[src/rtl/ripple_carry_adder_reg_if.sv]
// Operand/result bundle for ripple_carry_adder_reg.
// The overflow signal exists only when RCA_OVERFLOW_EN is defined.
interface ripple_carry_adder_reg_if #(
    parameter int BIT_WIDTH = 32
);
    logic                 in_valid;
    logic [BIT_WIDTH-1:0] in0;
    logic [BIT_WIDTH-1:0] in1;
    logic                 carry_in;
    logic [BIT_WIDTH-1:0] out;
    logic                 carry_out;
    logic                 out_valid;
`ifdef RCA_OVERFLOW_EN
    logic                 overflow;

    modport master (
        output in_valid, in0, in1, carry_in,
        input  out, carry_out, out_valid, overflow
    );

    modport slave (
        input  in_valid, in0, in1, carry_in,
        output out, carry_out, out_valid, overflow
    );
`else
    modport master (
        output in_valid, in0, in1, carry_in,
        input  out, carry_out, out_valid
    );

    modport slave (
        input  in_valid, in0, in1, carry_in,
        output out, carry_out, out_valid
    );
`endif
endinterface

[src/rtl/ripple_carry_adder_reg.sv]
// Registered ripple-carry adder: {carry_out, out} = in0 + in1 + carry_in,
// one cycle of latency, valid flag carried alongside the sum.
// Optional feature macro: RCA_OVERFLOW_EN adds a registered two's-complement
// overflow flag (carry into MSB xor carry out of MSB).
// BIT_WIDTH must be at least 1.
module ripple_carry_adder_reg #(
    parameter int BIT_WIDTH = 32
) (
    input  logic                           clk,
    input  logic                           rst_n,
    ripple_carry_adder_reg_if.slave        bus
);

    logic [BIT_WIDTH-1:0] sum_w;
    logic                 carry_w;

    logic [BIT_WIDTH-1:0] sum_d,   sum_q;
    logic                 carry_d, carry_q;
    logic                 valid_d, valid_q;

    // Full-adder chain; each stage keeps its own carry nets so the chain is
    // built from distinct signals rather than one self-referencing vector.
    for (genvar i = 0; i < BIT_WIDTH; i++) begin : g_fa
        logic a_bit;
        logic b_bit;
        logic c_in;
        logic c_out;

        assign a_bit = bus.in0[i];
        assign b_bit = bus.in1[i];

        if (i == 0) begin : g_lsb
            assign c_in = bus.carry_in;
        end else begin : g_chain
            assign c_in = g_fa[i-1].c_out;
        end

        assign sum_w[i] = a_bit ^ b_bit ^ c_in;
        assign c_out    = (a_bit & b_bit) | (c_in & (a_bit ^ b_bit));
    end

    assign carry_w = g_fa[BIT_WIDTH-1].c_out;

`ifdef RCA_OVERFLOW_EN
    logic ovf_w;
    logic ovf_d, ovf_q;

    // Signed overflow: carry into the MSB differs from carry out of it.
    assign ovf_w = g_fa[BIT_WIDTH-1].c_out ^ g_fa[BIT_WIDTH-1].c_in;
`endif

    // Next-state: load the new sum only on valid samples, otherwise hold.
    always_comb begin
        sum_d   = sum_q;
        carry_d = carry_q;
        valid_d = bus.in_valid;
`ifdef RCA_OVERFLOW_EN
        ovf_d   = ovf_q;
`endif
        if (bus.in_valid) begin
            sum_d   = sum_w;
            carry_d = carry_w;
`ifdef RCA_OVERFLOW_EN
            ovf_d   = ovf_w;
`endif
        end
    end

    // Output register stage with asynchronous clear.
    always_ff @(posedge clk or negedge rst_n) begin
        if (!rst_n) begin
            sum_q   <= '0;
            carry_q <= 1'b0;
            valid_q <= 1'b0;
`ifdef RCA_OVERFLOW_EN
            ovf_q   <= 1'b0;
`endif
        end else begin
            sum_q   <= sum_d;
            carry_q <= carry_d;
            valid_q <= valid_d;
`ifdef RCA_OVERFLOW_EN
            ovf_q   <= ovf_d;
`endif
        end
    end

    assign bus.out       = sum_q;
    assign bus.carry_out = carry_q;
    assign bus.out_valid = valid_q;
`ifdef RCA_OVERFLOW_EN
    assign bus.overflow  = ovf_q;
`endif

endmodule

[src/flat_wrapper.sv]
// flat-port wrapper written by rule: the top's interface ports become plain ports
module ripple_carry_adder_reg_flat 
#(
    parameter int BIT_WIDTH = 32
)
  (clk, rst_n, bus_in_valid, bus_in0, bus_in1, bus_carry_in, bus_out, bus_carry_out, bus_out_valid);
  ripple_carry_adder_reg_if #(.BIT_WIDTH(BIT_WIDTH)) bus_i ();
  input  logic clk;
  input  logic rst_n;
  input wire logic [$bits(bus_i.in_valid)-1:0] bus_in_valid;
  input wire logic [$bits(bus_i.in0)-1:0] bus_in0;
  input wire logic [$bits(bus_i.in1)-1:0] bus_in1;
  input wire logic [$bits(bus_i.carry_in)-1:0] bus_carry_in;
  output wire logic [$bits(bus_i.out)-1:0] bus_out;
  output wire logic [$bits(bus_i.carry_out)-1:0] bus_carry_out;
  output wire logic [$bits(bus_i.out_valid)-1:0] bus_out_valid;
  assign bus_i.in_valid = bus_in_valid;
  assign bus_i.in0 = bus_in0;
  assign bus_i.in1 = bus_in1;
  assign bus_i.carry_in = bus_carry_in;
  assign bus_out = bus_i.out;
  assign bus_carry_out = bus_i.carry_out;
  assign bus_out_valid = bus_i.out_valid;
  ripple_carry_adder_reg #(.BIT_WIDTH(BIT_WIDTH)) u_core (.clk(clk), .rst_n(rst_n), .bus(bus_i));
endmodule
[config.mk]
export PLATFORM = sky130hd
export DESIGN_NAME = ripple_carry_adder_reg_flat
export DESIGN_NICKNAME = d
export VERILOG_FILES = /design/src/rtl/ripple_carry_adder_reg_if.sv /design/src/rtl/ripple_carry_adder_reg.sv /design/src/flat_wrapper.sv
export SDC_FILE = /design/constraint.sdc
export NUM_CORES = 1
export LEC_CHECK = 0
export CAP_MARGIN = 20
export CORE_MARGIN = 1
export CORE_UTILIZATION = 44
export DETAILED_ROUTE_END_ITERATION = 8
export PLACE_DENSITY_LB_ADDON = 0.1
export SYNTH_ARGS = -nofsm -noshare
export SYNTH_HDL_FRONTEND = slang
export SYNTH_SLANG_ARGS = --single-unit
[constraint.sdc]
create_clock -name clk -period 1.9 [get_ports clk]
set_clock_uncertainty 0.15 [all_clocks]
set_input_delay 0.285 -clock clk [delete_from_list [all_inputs] [get_ports clk]]
set_output_delay 0.285 -clock clk [all_outputs]
set_load 0.01 [all_outputs]
==> reports/qor.csv <==
stage,metric,value,unit
timing,rsz0062_at_grt,true,
global_route,grt_max_degree,35,
synth,ys_ff_latch,34,
floorplan,die-area,4982,sq um
synth,synth.cell_area,2069,sq um
timing,setup_viol,30,
timing,hold_viol_final,0,
floorplan,die_width,70.58,um
cells_and_area,syn_to_final_growth,57.92,%
floorplan,num_rows,24,
drt,wl,4343,um
floorplan,die_y,70.58,um
cells_and_area,mostFrequentLayoutCells,"clkdlybuf4s50_1, dfrtp_1, fa_2",
cells_and_area,register_area,850.8,sq um
clocking,clkSinkCount,34,
min_path,hold_depth,2,
timing,clock.fmax,85.01,MHz
cells_and_area,mostFrequentLayoutCell,clkdlybuf4s50_1,
clocking,insertion_delay,0.28,ns
drt,drc,12,
floorplan,io_pins,102,
synth,ys_seq_area_share,41.11,%
power_and_ir_drop,p_leak,1.388,nW
timing,holdWs,0.2400,ns
power_and_ir_drop,ir_worst_vdd,0.4208,mV
cells_and_area,fillers,305,
clocking,cts_setup_buffers,0,
clocking,htreeDepth,2,
power_and_ir_drop,internal_power,1.919,mW
power_and_ir_drop,pwr-share-comb,41.7,%
status,failed_checks,"design-rule violations, negative setup slack",
power_and_ir_drop,powerDensity,810.4,nW/um^2
global_route,grt_pass1_vias,1584,
cells_and_area,final_util,73.54,%
floorplan,core-area,4444,sq um
setup_path,rr_worst_depth,1,
run,drv_cap,0,
global_route,grt.total_usage,20.00,%
cells_and_area,nNetsFinal,319,
timing,slew_headroom,48.21,%
timing,fin_crit,11.76,ns
setup_path,slowest_stage,fa_1,
placed_design,io_buffers,101,
synth,synth_nets,213,
placed_design,dp_hpwl,3428,um
timing,period_share,619.1,%
global_route,antenna_found_initial,0,
setup_path,max_stage_delay,0.39,ns
placed_design,placed_area,3159,sq um
cells_and_area,multi_input_area,1199,sq um
cells_and_area,drive_gt1_share,35.00,%
setup_path,cp-start-kind,primary input,
drt,vias_per_cell,4.721,
setup_path,r2r_start,u_core.bus.out[9]$_DFFE_PN0P_,
setup_path,critPathMostFrequentCell,fa_2,
clocking,cts_made_buffers,5,
drt,wl_per_cell,15.97,um
synth,yosys_warnings,0,
timing,worst_slew_pin_slew,0.7769,ns
placed_design,place.gp.congestion,0.7673,
setup_path,worstSetupStartpoint,bus_carry_in,
drt,final_antenna_net_count,0,
setup_path,r2r_slack,0.97,ns
clocking,cts_buffer_depth,2,
drt,dr.pass1.iters,6,
clocking,clk_pin_slew,0.07,ns
floorplan,start_util,46.57,%
synth,synth_cell_types,8,
power_and_ir_drop,p_sw,729.4,uW
setup_path,crit_required,1.96,ns
power_and_ir_drop,p_clk_share,20.7,%
min_path,hp-class,in -> reg,
setup_path,critPathCaptureType,register,
cells_and_area,antenna_cells,0,
power_and_ir_drop,finalPower,2.648,mW
status,status,finished with violations,
setup_path,reg2reg_to,u_core.bus.out[9]$_DFFE_PN0P_,
synth,syn_inst,113,
power_and_ir_drop,sw_frac_of_total,27.54,%
global_route,grt_pass1_wl,7631,um
cells_and_area,design_area,3268,sq um
drt,vias,1284,
clocking,root_buffer,clkbuf_8,
timing,slew_violations,0,
synth,avgSynthCellArea,18.31,sq um
timing,setup_slack,-9.864,ns
global_route,grt-ovfl-total,0,
power_and_ir_drop,p_seq_share,37.7,%
drt,drt_iter0_markers,85,
setup_path,critPathKind,in -> reg,
setup_path,cp_data_arrival_time,11.82,ns
clocking,cts_tree,done,
setup_path,worstSetupEndpoint,u_core.bus.out[31]$_DFFE_PN0P_,
setup_path,path_max_fanout,1,
-- cell type report --
cell class | instances | share of cell area (%)
clock inverters | 1 | 0.1531
repair buffers | 103 | 31.36
inverters | 10 | 1.149
flip-flops and latches | 34 | 26.03
clock buffers | 7 | 2.642
well taps | 52 | 1.991
multi-input cells | 65 | 36.68
-- flip-flops by register name, summed over array words and instances, names as in the netlist --
| signal | flops |
|---|---|
| u_core.bus.out | 32 |
| u_core.bus.carry_out | 1 |
| u_core.bus.out_valid | 1 |
-- timing repair --
item | in CTS | in global routing
endpoints found under the setup margin | 31 | 30
gates resized for setup | 16 | 3
endpoints found under the hold margin | 34 | 0
hold buffers | 1 | 0
-- worst max-delay path, delay by kind of cell --
kind | cells | cell delay, ns
fa+ha+maj | 32 | 11.13
buf+inv | 4 | 0.25
mux | 1 | 0.13
-- power by group through the flow --
| stage | registers [mW] | clock network (mW) | logic [mW] |
|---|---|---|---|
| floorplan | 1.08 | 0 | 0.405 |
| global placement | 0.997 | 0 | 1.07 |
| detailed placement | 1.01 | 0 | 1.10 |
| CTS | 0.999 | 0.557 | 1.11 |
| global route | 1.02 | 0.589 | 1.19 |
| finish | 0.997 | 0.547 | 1.10 |
-- synth_stat cells --
cell,number,share of area (%)
buf_12,3,2.9
buf_6,1,0.54
dfrtp_1,34,41
fa_1,32,31
inv_1,10,1.8
mux2_2,3,1.6
mux2_4,27,20
mux2i_1,3,1.5
-- routing by layer --
| metal | track usage (%) | vias up | routed length [um] |
|---|---|---|---|
| met2 | 35.38 | 58 | 2255 |
| met4 | 5.333 | 0 | 51 |
| met1 | 25.12 | 647 | 1760 |
| met5 | 0 | - | 0 |
| li1 | - | 572 | - |
| met3 | 4.416 | 7 | 276 |
-- worst min-delay path by stage --
stage | startpoint | slack [ns] | endpoint
floorplan | rst_n | -0.16 | u_core.bus.carry_out$_DFFE_PN0P_
global placement | rst_n | 0.24 | u_core.bus.out[30]$_DFFE_PN0P_
detailed placement | rst_n | 0.25 | u_core.bus.out[31]$_DFFE_PN0P_
CTS | bus_in_valid | 0.23 | u_core.bus.out_valid$_DFF_PN0_
global route | bus_in_valid | 0.25 | u_core.bus.out_valid$_DFF_PN0_
finish | bus_in_valid | 0.24 | u_core.bus.out_valid$_DFF_PN0_
-- stage by stage --
stage          setup TNS (ns)  std cells  setup slack [ns]
5_1_grt               -161.63        272            -10.13
6_report              -157.38        272            -9.864
2_1_floorplan         -156.94        113            -9.670
4_1_cts               -157.81        272            -9.886
3_5_place_dp          -178.21        263            -10.53
3_3_place_gp          -176.28        263            -10.42
-- cells by family after synthesis --
family	count (synthesis)	synth area share (%)
buffers and inverters	14	5.260
multiplexers	33	22.67
flip-flops	34	41.11
adder cells (fa/ha/maj)	32	30.96
Power figures use the tool's default switching activity.
